[config.mk]
export PLATFORM = sky130hd
export DESIGN_NAME = hazard_sequencer_flat
export DESIGN_NICKNAME = d
export VERILOG_FILES = /design/src/rtl/hazard_sequencer_if.sv /design/src/rtl/hazard_sequencer.sv /design/src/flat_wrapper.sv
export SDC_FILE = /design/constraint.sdc
export NUM_CORES = 1
export LEC_CHECK = 0
export CORE_ASPECT_RATIO = 0.5
export CORE_MARGIN = 10
export CORE_UTILIZATION = 52
export CTS_BUF_LIST = sky130_fd_sc_hd__clkbuf_16
export DETAILED_ROUTE_END_ITERATION = 8
export PLACE_DENSITY = 0.83
export SLEW_MARGIN = 20
export SYNTH_ARGS = -nofsm -noshare
export SYNTH_HDL_FRONTEND = slang
export SYNTH_SLANG_ARGS = --single-unit
export TNS_END_PERCENT = 1
[constraint.sdc]
create_clock -name clk -period 3.5 [get_ports clk]
set_clock_uncertainty 0.15 [all_clocks]
set_input_delay 0.35 -clock clk [delete_from_list [all_inputs] [get_ports clk]]
set_output_delay 0.35 -clock clk [all_outputs]
set_load 0.005 [all_outputs]
[src/rtl/hazard_sequencer_if.sv]
// Sequencer bus: ID-stage instruction fields, EX branch outcome, and the
// pipeline control and statistics returned by the sequencer.
interface hazard_sequencer_if #(
  parameter int unsigned CNT_W = 16
);
  logic             start;
  logic             id_valid;
  logic [5:0]       id_opcode;
  logic [4:0]       id_rs;
  logic [4:0]       id_rt;
  logic             ex_branch_taken;
  logic             running;
  logic             pc_write;
  logic             ifid_write;
  logic             bubble_id;
  logic             flush_if;
  logic             flush_id;
  logic             flush_rr;
  logic [1:0]       pc_src;
  logic [CNT_W-1:0] stall_cnt;
  logic [CNT_W-1:0] flush_cnt;

  modport master (
    output start, id_valid, id_opcode, id_rs, id_rt, ex_branch_taken,
    input  running, pc_write, ifid_write, bubble_id,
           flush_if, flush_id, flush_rr, pc_src, stall_cnt, flush_cnt
  );

  modport slave (
    input  start, id_valid, id_opcode, id_rs, id_rt, ex_branch_taken,
    output running, pc_write, ifid_write, bubble_id,
           flush_if, flush_id, flush_rr, pc_src, stall_cnt, flush_cnt
  );
endinterface

[src/rtl/hazard_sequencer.sv]
// Pipeline sequencer for the 6-stage MIPS core: start gating, load-use
// stalls from a two-slot load scoreboard, jump/branch redirect and flush,
// and saturating stall/flush statistics.
module hazard_sequencer #(
  parameter int unsigned CNT_W = 16
) (
  input logic              clk,
  input logic              rst_n,
  hazard_sequencer_if.slave bus
);
  localparam int unsigned REG_W = 5;
  localparam int unsigned OP_W  = 6;

  localparam logic [OP_W-1:0] OP_R    = 6'b000000;
  localparam logic [OP_W-1:0] OP_LW   = 6'b100011;
  localparam logic [OP_W-1:0] OP_SW   = 6'b101011;
  localparam logic [OP_W-1:0] OP_BNE  = 6'b000101;
  localparam logic [OP_W-1:0] OP_XORI = 6'b001110;
  localparam logic [OP_W-1:0] OP_J    = 6'b000010;

  typedef enum logic {IDLE = 1'b0, RUN = 1'b1} state_t;

  state_t           state;
  logic             s1_v, s2_v;
  logic [REG_W-1:0] s1_r, s2_r;
  logic [CNT_W-1:0] stall_q, flush_q;

  logic use_rs, use_rt, hit_rs, hit_rt;
  logic run, branch, stall, jump, issue_lw;

  // Which source fields the ID opcode actually reads.
  always_comb begin
    use_rs = 1'b0;
    use_rt = 1'b0;
    case (bus.id_opcode)
      OP_R, OP_SW, OP_BNE: begin
        use_rs = 1'b1;
        use_rt = 1'b1;
      end
      OP_LW, OP_XORI: use_rs = 1'b1;
      default: ;
    endcase
  end

  // Register 0 is hard-wired, so it never creates a dependency.
  assign hit_rs = (bus.id_rs != '0) &&
                  ((s1_v && (s1_r == bus.id_rs)) || (s2_v && (s2_r == bus.id_rs)));
  assign hit_rt = (bus.id_rt != '0) &&
                  ((s1_v && (s1_r == bus.id_rt)) || (s2_v && (s2_r == bus.id_rt)));

  assign run      = (state == RUN);
  assign branch   = run && bus.ex_branch_taken;
  assign stall    = run && bus.id_valid && !branch &&
                    ((use_rs && hit_rs) || (use_rt && hit_rt));
  assign jump     = run && bus.id_valid && !branch && (bus.id_opcode == OP_J);
  assign issue_lw = run && bus.id_valid && !branch && !stall &&
                    (bus.id_opcode == OP_LW) && (bus.id_rt != '0);

  // Pipeline control; branch redirect outranks stall and jump.
  always_comb begin
    bus.pc_write   = 1'b0;
    bus.ifid_write = 1'b0;
    bus.bubble_id  = 1'b1;
    bus.flush_if   = 1'b0;
    bus.flush_id   = 1'b0;
    bus.flush_rr   = 1'b0;
    bus.pc_src     = 2'b00;
    if (run) begin
      bus.pc_write   = 1'b1;
      bus.ifid_write = 1'b1;
      bus.bubble_id  = 1'b0;
      if (branch) begin
        bus.pc_src   = 2'b10;
        bus.flush_if = 1'b1;
        bus.flush_id = 1'b1;
        bus.flush_rr = 1'b1;
      end else if (stall) begin
        bus.pc_write   = 1'b0;
        bus.ifid_write = 1'b0;
        bus.bubble_id  = 1'b1;
      end else if (jump) begin
        bus.pc_src   = 2'b01;
        bus.flush_if = 1'b1;
      end
    end
  end

  assign bus.running   = run;
  assign bus.stall_cnt = stall_q;
  assign bus.flush_cnt = flush_q;

  // FSM, scoreboard aging and saturating statistics.
  always_ff @(posedge clk) begin
    if (!rst_n) begin
      state   <= IDLE;
      s1_v    <= 1'b0;
      s1_r    <= '0;
      s2_v    <= 1'b0;
      s2_r    <= '0;
      stall_q <= '0;
      flush_q <= '0;
    end else begin
      if (state == IDLE && bus.start) begin
        state <= RUN;
      end
      if (!run || branch) begin
        s1_v <= 1'b0;
        s1_r <= '0;
        s2_v <= 1'b0;
        s2_r <= '0;
      end else begin
        s2_v <= s1_v;
        s2_r <= s1_r;
        s1_v <= issue_lw;
        s1_r <= issue_lw ? bus.id_rt : '0;
      end
      if (stall && (stall_q != '1)) begin
        stall_q <= stall_q + CNT_W'(1);
      end
      if (branch && (flush_q != '1)) begin
        flush_q <= flush_q + CNT_W'(1);
      end
    end
  end
endmodule

[src/flat_wrapper.sv]
// flat-port wrapper written by rule: the top's interface ports become plain ports
module hazard_sequencer_flat 
#(
  parameter int unsigned CNT_W = 16
)
  (clk, rst_n, bus_start, bus_id_valid, bus_id_opcode, bus_id_rs, bus_id_rt, bus_ex_branch_taken, bus_running, bus_pc_write, bus_ifid_write, bus_bubble_id, bus_flush_if, bus_flush_id, bus_flush_rr, bus_pc_src, bus_stall_cnt, bus_flush_cnt);
  hazard_sequencer_if #(.CNT_W(CNT_W)) bus_i ();
  input logic clk;
  input logic rst_n;
  input wire logic [$bits(bus_i.start)-1:0] bus_start;
  input wire logic [$bits(bus_i.id_valid)-1:0] bus_id_valid;
  input wire logic [$bits(bus_i.id_opcode)-1:0] bus_id_opcode;
  input wire logic [$bits(bus_i.id_rs)-1:0] bus_id_rs;
  input wire logic [$bits(bus_i.id_rt)-1:0] bus_id_rt;
  input wire logic [$bits(bus_i.ex_branch_taken)-1:0] bus_ex_branch_taken;
  output wire logic [$bits(bus_i.running)-1:0] bus_running;
  output wire logic [$bits(bus_i.pc_write)-1:0] bus_pc_write;
  output wire logic [$bits(bus_i.ifid_write)-1:0] bus_ifid_write;
  output wire logic [$bits(bus_i.bubble_id)-1:0] bus_bubble_id;
  output wire logic [$bits(bus_i.flush_if)-1:0] bus_flush_if;
  output wire logic [$bits(bus_i.flush_id)-1:0] bus_flush_id;
  output wire logic [$bits(bus_i.flush_rr)-1:0] bus_flush_rr;
  output wire logic [$bits(bus_i.pc_src)-1:0] bus_pc_src;
  output wire logic [$bits(bus_i.stall_cnt)-1:0] bus_stall_cnt;
  output wire logic [$bits(bus_i.flush_cnt)-1:0] bus_flush_cnt;
  assign bus_i.start = bus_start;
  assign bus_i.id_valid = bus_id_valid;
  assign bus_i.id_opcode = bus_id_opcode;
  assign bus_i.id_rs = bus_id_rs;
  assign bus_i.id_rt = bus_id_rt;
  assign bus_i.ex_branch_taken = bus_ex_branch_taken;
  assign bus_running = bus_i.running;
  assign bus_pc_write = bus_i.pc_write;
  assign bus_ifid_write = bus_i.ifid_write;
  assign bus_bubble_id = bus_i.bubble_id;
  assign bus_flush_if = bus_i.flush_if;
  assign bus_flush_id = bus_i.flush_id;
  assign bus_flush_rr = bus_i.flush_rr;
  assign bus_pc_src = bus_i.pc_src;
  assign bus_stall_cnt = bus_i.stall_cnt;
  assign bus_flush_cnt = bus_i.flush_cnt;
  hazard_sequencer #(.CNT_W(CNT_W)) u_core (.clk(clk), .rst_n(rst_n), .bus(bus_i));
endmodule
# Yosys cells after proc, flatten, opt, wreduce, memory -nomap -nowiden
# Index checks and enable logic that the tools add are counted.
[totals] in_bits=21 ff_bits=45 word_cells=74 out_inout_bits=41
[op_classes] reduce_logical=33 muxes=18 eq_ne=11 n_bitwise=3 addsub=2
[op_table] operator="$add 16x1->16 const B" count=2
[op_table] operator="$ne 16x16->1 const B" count=2
[op_table] operator="$eq 5x5->1" count=4
[op_table] operator="$logic_and 1x1->1" count=19
[op_table] operator="$mux 1" count=15
[op_table] operator="$eq 6x6->1 const B" count=2
[op_table] operator="$reduce_bool 5->1" count=2
[op_table] operator="$eq 6x2->1 const B" count=1
[op_table] operator="$eq 6x3->1 const B" count=1
[op_table] operator="$eq 6x4->1 const B" count=1
[op_table] operator="$logic_not 6->1" count=1
[op_table] operator="$mux 2" count=3
[op_table] operator="$reduce_or 3->1" count=2
[op_table] operator="$reduce_or 5->1" count=1
[op_table] operator="$logic_or 1x1->1" count=4
[op_table] operator="$logic_not 1->1" count=3
[op_table] operator="$not 1->1" count=3
[op_table] operator="$reduce_or 2->1" count=1

# Depth between registers and ports, before layout
# Gate-level depths: netlist (run 1).
[depth] ltp_word=13 depth_mapped=8 mapped_depth_nobuf=8

# Worst setup path after synthesis (run 1)
# OpenSTA, ideal clock, no wires.
[synth_path] path_kind="input-to-output" start="input bus_id_opcode[0]" end="output bus_pc_write" path_stages=7 arrival_ns=1.557 path_buffers=1 slack_ns=1.443 t_required_ns=3.000 cell_sequence="or4_4 o22ai_2 nand3_2 nand2_1 nand2_1 and2_1 buf_4"
[synth_between] elab_chain_cells=9 elab_cells_between_ends=16 classes_between="eq/ne (4); mux (5); reduce/logical (7)"
[synth_lines] element="start, declared" line="flat_wrapper.sv:12" rtl="input wire logic [$bits(bus_i.id_opcode)-1:0] bus_id_opcode;"
[synth_lines] element="$eq 6x4->1 (tied with other cells)" line="hazard_sequencer.sv:35" rtl="case (bus.id_opcode)"
[synth_lines] element="$reduce_or 5->1 (no source line) or $reduce_or 3->1 (tied branches)"
[synth_lines] element="$mux 1" line="hazard_sequencer.sv:35"
[synth_lines] element="$logic_and 1x1->1" line="hazard_sequencer.sv:54" rtl="((use_rs && hit_rs) || (use_rt && hit_rt));"
[synth_lines] element="$logic_or 1x1->1 (*)" line="hazard_sequencer.sv:54"
[synth_lines] element="$logic_and 1x1->1 (*)" line="hazard_sequencer.sv:53" rtl="assign stall = run && bus.id_valid && !branch &&"
[synth_lines] element="$mux 1 (*) (3 in a row)"
[synth_lines] element="end, declared" line="flat_wrapper.sv:17" rtl="output wire logic [$bits(bus_i.pc_write)-1:0] bus_pc_write;"
# Every way passes the cells marked *; elsewhere a longest branch is shown, timed or not.

# Worst setup path after layout (run 1)
[layout_path] start="input bus_id_opcode[1]" end="output bus_pc_write"
[layout_between] elab_chain_cells=9 elab_cells_between_ends=16 classes_between="eq/ne (4); mux (5); reduce/logical (7)"
[layout_lines] element="$eq 6x4->1 (tied with other cells)" line="hazard_sequencer.sv:35"
[layout_lines] element="$reduce_or 5->1 (no source line) or $reduce_or 3->1 (tied branches)"
[layout_lines] element="$mux 1" line="hazard_sequencer.sv:35"
[layout_lines] element="$logic_and 1x1->1" line="hazard_sequencer.sv:54"
[layout_lines] element="$logic_or 1x1->1 (*)" line="hazard_sequencer.sv:54"
[layout_lines] element="$logic_and 1x1->1 (*)" line="hazard_sequencer.sv:53"
[layout_lines] element="$mux 1 (*)" line="hazard_sequencer.sv:77" rtl="end else if (stall) begin"
[layout_lines] element="$mux 1 (*)" line="hazard_sequencer.sv:72" rtl="if (branch) begin"
[layout_lines] element="$mux 1 (*)" line="hazard_sequencer.sv:68" rtl="if (run) begin"
# Marks and branches as above.

==> metrics.txt, run 1 <==
outcome=completed; mean area per synthesized cell=8.45 um2; Worst path max stage delay=0.50 ns; critical path's top delay family=simple AND/OR/NAND/NOR gates; xor and xnor fraction of the mapped netlist area=13.9%; Lkg Pwr=1.18 nW; critical path type=input pin to output port; Worst EP arrival=2.55 ns; busiest grt layer=met2; mux contribution to synthesized area=4.28%; via count=2139; achievable frequency=328 MHz; syn nets=300; Primary FF master, synth=dfxtp_1; worst setup path startpoint=bus_id_opcode[1]; Synth area leaders=dfxtp_1, xnor2_1, nor2_1; post-synthesis compound-gate area fraction=6.52%; number of synthesized flops with an enable pin=0; final wirelength=6.18 mm; H-tree depth=2; synthesis-to-finish area growth=33.3%; WP depth=9; fraction of layout cells with a size suffix above 1=4.75%; vias per inst=5.43; total power=1.06 mW; post-layout util=71.5%; drt pass-1 iters=5; r2r worst-path depth=8; Reg power frac=48.9%; peak supply drop=198 uV; number of global-route vias before repair=2168; clk sink count=45; CTS buffer count=5; Setup crit end kind=output port; GRT met2 Usage=30.6%; Hold Vio Cnt, Final=0; CTS clock-pin slew for the worst setup and hold paths=0.06 ns; gpl congestion=0.866; Yosys reg bits=45; endpoints failing setup=0; largest net degree at the start of global routing=25; core area=4360 um2; post-synthesis sequential area ratio=38.5%; GR Util All Layers=16.2%; CP bufs+invs=2; row cnt=17; first-pass GRT wire length=10.2 mm; Cell Pwr Density=339 nW/um2; post-route minimum period=3.05 ns; crit path max-delay cell type=clkdlybuf4s50_1; hold path startpoint=u_core.bus.stall_cnt[8]$_SDFFE_PN0P_; clock root buffer=clkbuf_16; Yosys top cell area share=38.5%; Async SR Flop Fraction=0%; final max-slew violation count=0; slew at the pin closest to its max-slew limit=0.749 ns; Internal Power=0.823 mW; worst-path fanout max=6; HP Class=flop to flop; clk_lat worst skew=0.28 ns; Die ar.=7750 um2; ANT cells=0; Mapped Area=2340 um2; post-placement cell count=386; postcts setup bufs=0; wire length per cell=15.7 um; Initial Utilization=53.7%; CTS hold repair buffers=0; Adder-Cell Fraction of Synth Area=1.07%; Sw Share=22.3%; max_slew headroom=50.0%; Simple-Gate Fraction of Synth Area=31.1%; crit start category=input pin; cell count of the worst hold path=2; Final Cycle Share=87.0%; routing usage on met3=5.92%; Antenna Nets Post-Route=0; RSZ-0062 raised after global routing=no; initial antenna violation count=0; RR Startpoint=u_core.bus.stall_cnt[0]$_SDFFE_PN0P_; # IOs=62; detailed placement HPWL=4.53 mm; fin cells=394; Net Switching=0.236 mW; Synth Warn #=0; CP Cell Sequence=clkdlybuf4s50_1, nor4b_1, o21ai_1, o31ai_1, nand3_1, nand2_1, nand2_1, and2_1, clkdlybuf4s50_1; CTS tree=built; power share of the clock group=42.5%; number of buffers added on ports=61; Max Buffers Root-to-Sink=2; post-CTS sizing=0; r2r setup slk=1.26 ns; largest area contributor in the netlist=dfxtp_1; largest family of logic cells by synthesized area=simple AND/OR/NAND/NOR gates; Die W=115 um; nets@finish=359; Logic pwr share=8.7%; total gr overflow=0; Die H=67.4 um; met1 Usage GRT=16.7%; Initial DRC Count=116; Distinct cells, synth=42; max-cap viol count=0; CP required=3.00 ns; cell count after synthesis=277; setup TNS=0 ns; DRC=0
## registers in the layout, summed over array words and instances (netlist names)
| signal | cells |
|---|---|
| u_core.s1_v | 1 |
| u_core.bus.stall_cnt | 16 |
| u_core.bus.flush_cnt | 16 |
| u_core.s2_v | 1 |
| u_core.s2_r | 5 |
| u_core.s1_r | 5 |
| u_core.bus.running | 1 |
## worst register-to-register path: cells and delay by family, from the launching register on
kind | cells | cell delay (ns)
AOI/OAI and AO/OA | 2 | 0.37
adders and majority gates | 1 | 0.22
buffers and inverters | 1 | 0.25
DFF | 1 | 0.34
muxes | 1 | 0.14
and+or+nand+nor | 3 | 0.66
## kinds of logic after synthesis
group           Yosys count
simple gates            135
flops                    45
xor+xnor                 37
buf+inv                  25
compound gates           23
mux                      10
fa+ha+maj                 2
## routing by layer
| metal | up-vias | share of wire, % | routed length (um) |
|---|---|---|---|
| li1 | 1063 | - | - |
| met1 | 1016 | 40 | 2500 |
| met2 | 47 | 52 | 3200 |
| met3 | 13 | 6.2 | 383 |
| met4 | 0 | 1.6 | 100 |
| met5 | - | 0 | 0 |
## cells in the final DEF (no fill, tap or decap), types with 2 or more instances in the layout
master           instances
dfxtp_1                 45
mux2i_1                 10
nor4b_1                  2
nor2_1                  29
clkbuf_16                5
a21o_1                   3
ha_1                     2
buf_4                    2
xnor2_1                 30
nand2b_1                10
nor3_1                   5
inv_1                   16
and3b_1                  2
nand4_1                 15
a21oi_1                  9
xor2_1                   7
and3_1                  10
nand2_1                 23
o22ai_1                  2
and2_1                   9
nor4_1                   2
clkdlybuf4s50_1         61
and4_1                   2
nand3_1                 17
## synth_stat cells (all sizes together), types with 5 or more instances
cell and instances:
a21oi 10, and2 10, and3 11, buf 5, clkbuf 6, dfxtp 45, inv 14, mux2i 10
nand2 23, nand2b 10, nand3 18, nand4 15, nor2 29, nor3 5, xnor2 30, xor2 7
## power groups by stage
| stage | clock network (mW) | registers [mW] | logic (mW) |
|---|---|---|---|
| after floorplan | 0 | 0.529 | 0.0401 |
| after global placement | 0 | 0.529 | 0.0882 |
| after detailed placement | 0 | 0.529 | 0.0912 |
| after CTS | 0.453 | 0.517 | 0.0921 |
| after global routing | 0.477 | 0.518 | 0.100 |
| final | 0.450 | 0.517 | 0.0920 |
## through the flow
step                cell area [um2]  setup WS [ns]  hold slack (ns)
finish                         3120          0.454            0.342
global route                   3120          0.242            0.372
CTS                            3120          0.481            0.346
detailed placement             2980          0.490            0.337
global placement               2980          0.589            0.315
floorplan                      2340           1.44            0.302
## cell type report
| class | instances | area [um2] |
|---|---|---|
| Clock buffer | 5 | 125 |
| Clock inverter | 3 | 15.0 |
| Fill cell | 347 | 1240 |
| Inverter | 14 | 52.6 |
| Multi-Input combinational cell | 207 | 1330 |
| Sequential cell | 45 | 901 |
| Tap cell | 57 | 71.3 |
| Timing Repair Buffer | 63 | 626 |
## path summary, 6_finish.rpt
| check | end |
|---|---|
| hold / removal | u_core.bus.stall_cnt[8]$_SDFFE_PN0P_ |
| setup reg to reg | u_core.bus.stall_cnt[10]$_SDFFE_PN0P_ |
| setup / recovery | bus_pc_write |
| hold reg to reg | u_core.bus.stall_cnt[8]$_SDFFE_PN0P_ |
Note: power is estimated with default switching activity, not from simulation.
==> inputs of run 2 (changes only) <==
ABC_AREA = 1   (was unset)
CORE_UTILIZATION = 54   (was 52)
==> metrics.txt, run 2 <==
drt pass-1 iters=4 (-1); Yosys top cell area share=32.9% (-5.6 points); total power=1.05 mW (-0.58%); Synth Warn #=0 (unchanged); max-cap viol count=0 (unchanged); syn nets=436 (+45%); H-tree depth=2 (unchanged); fill count=441 (+27%); HP Class=flop to flop; CTS clock-pin slew for the worst setup and hold paths=0.06 ns (about the same); top-count cell post-synth=nand2_1; Reg power frac=49.2% (+0.3 points); row cnt=18 (+1); post-synthesis sequential area ratio=32.9% (-5.6 points); critical path type=input pin to output port; first-pass GRT wire length=12.0 mm (+17%); number of synthesized flops with an enable pin=0 (unchanged); Die W=121 um (+5.1%); endpoints failing setup=0 (unchanged); number of global-route vias before repair=2646 (+22%); Die ar.=8490 um2 (+9.6%); Hold Vio Cnt, Final=0 (unchanged); CP required=3.00 ns (about the same); crit start category=input pin; nets@finish=493 (+37%); clock root buffer=clkbuf_16; Async SR Flop Fraction=0% (unchanged); post-route minimum period=2.87 ns (-0.173 ns); Antenna Nets Post-Route=0 (unchanged); power share of the clock group=41.8% (-0.7 points); total gr overflow=0 (unchanged); Worst EP arrival=2.37 ns (-0.18 ns); max_slew headroom=45.6% (-4.5 points); r2r setup slk=1.32 ns (+0.06 ns); Die H=70.3 um (+4.3%); Area after DPL=3360 um2 (+13%); core area=4910 um2 (+13%); final instance area=3490 um2 (+12%); wire length per cell=13.2 um (-16%); # IOs=62 (unchanged); synthesis-to-finish area growth=27.4%; highest-count cells in the layout ignoring fill and taps=nand2_1, clkdlybuf4s50_1, nor2_1, inv_1, dfxtp_1; Logic pwr share=9.0% (+0.3 points); Internal Power=0.816 mW (-0.86%); post-placement cell count=533 (+38%); mean area per synthesized cell=6.63 um2 (-22%); Primary FF master, synth=dfxtp_1; post-CTS sizing=0 (unchanged); Net Switching=0.237 mW (+0.41%); largest net degree at the start of global routing=25 (unchanged); cell count after synthesis=413 (+49%); CTS tree=built; achievable frequency=348 MHz (+6.0%); detailed placement HPWL=5.34 mm (+18%); post-layout util=71.0% (-0.49 points); largest area contributor in the netlist=dfxtp_1; Initial DRC Count=197 (+70%); RSZ-0062 raised after global routing=no; outcome=completed; ANT cells=0 (unchanged); Lkg Pwr=1.31 nW (+11%); number of buffers added on ports=61 (unchanged); Cell Pwr Density=302 nW/um2 (-11%); via count=2854 (+33%); Final Cycle Share=82.1% (-4.9 points); vias per inst=5.29 (-2.6%); most common cell after layout, fill and taps aside=nand2_1; Synth area leaders=dfxtp_1, nand2_1, nor2_1; slew at the pin closest to its max-slew limit=0.815 ns (+0.0667 ns); Synth top cells by count=nand2_1, nor2_1, inv_1; worst-path fanout max=19 (+13); clk_lat worst skew=0.28 ns (about the same); clk sink count=45 (unchanged); Yosys reg bits=45 (unchanged); final max-slew violation count=0 (unchanged); GR Util All Layers=16.7% (+0.47 points); setup TNS=0 ns (unchanged); fraction of layout cells with a size suffix above 1=7.02% (+2.3 points); peak supply drop=195 uV (-1.3%); DRC=0 (unchanged); Mapped Area=2740 um2 (+17%); initial antenna violation count=0 (unchanged); Initial Utilization=55.8% (+2.1 points); Distinct cells, synth=36 (-14%); Setup crit end kind=output port; postcts setup bufs=0 (unchanged); Max Buffers Root-to-Sink=2 (unchanged); Sw Share=22.5% (+0.22 points); CTS hold repair buffers=0 (unchanged); final wirelength=7.15 mm (+16%); gpl congestion=0.901 (+4.0%); fin cells=540 (+37%); CTS buffer count=5 (unchanged)
[run 2: power by group through the flow]
stage | Sequential [mW] | Clock (mW) | Combinational (mW)
3_5_place_dp | 0.530 | 0 | 0.0937
3_3_place_gp | 0.530 | 0 | 0.0924
5_1_grt | 0.519 | 0.472 | 0.104
6_report | 0.518 | 0.440 | 0.0947
4_1_cts | 0.519 | 0.443 | 0.0946
2_1_floorplan | 0.529 | 0 | 0.0449
[run 2: path summary, 6_finish.rpt]
| path | end | cells after the start | from |
|---|---|---|---|
| setup / recovery | bus_bubble_id | 13 | bus_id_opcode[3] |
| hold / removal | u_core.s2_v$_SDFF_PP0_ | 2 | u_core.s1_v$_SDFF_PP0_ |
| setup reg to reg | u_core.bus.flush_cnt[11]$_SDFFE_PN0P_ | 10 | u_core.bus.flush_cnt[0]$_SDFFE_PN0P_ |
| hold reg to reg | u_core.s2_v$_SDFF_PP0_ | 2 | u_core.s1_v$_SDFF_PP0_ |
[run 2: cell families (layout without fill, tap and decap cells)]
kind of cell	count (synthesis)	after routing	synth area share, %
simple gates	240	240	41.6
buf+inv	64	121	10.3
compound gates	46	46	9.10
flops	45	45	32.9
xor+xnor	16	16	5.12
fa+ha+maj	2	2	0.914
[run 2: worst max-delay path, stage by stage]
cell and delay (ns):
clkdlybuf4s50_1 0.48, inv_2 0.11, nand2_1 0.05, nand2_1 0.07, nand2_1 0.05, nor2_1 0.15
nor2_1 0.06, nor2_1 0.11, nand2_2 0.08, nand2_4 0.19, nand2_1 0.08, nand2_1 0.08
clkdlybuf4s50_1 0.51
[run 2: routing by layer]
metal / wire (um) / vias to the layer above / share of wire, % / GRT usage [%]
met2: 3500 / 77 / 49 / 29.3
met1: 3140 / 1314 / 44 / 19.3
met3: 422 / 10 / 5.9 / 4.73
li1: - / 1453 / - / -
met4: 85 / 0 / 1.2 / 4.79
met5: 0 / - / 0 / 0
[run 2: metrics by stage]
stage,setup WS [ns],hold slack (ns)
3_5_place_dp,0.656,0.315
6_report,0.627,0.320
2_1_floorplan,1.58,0.268
5_1_grt,0.448,0.362
4_1_cts,0.641,0.323
3_3_place_gp,0.697,0.304
[run 2: cell type report]
cell class              instances  area [um2]  area share (%)
multi-input cells             304        1550            44.5
flip-flops and latches         45         901            25.8
repair buffers                 62         618            17.7
inverters                      52         195            5.60
clock buffers                   5         125            3.59
well taps                      70        87.6            2.51
clock inverters                 2        7.51           0.215
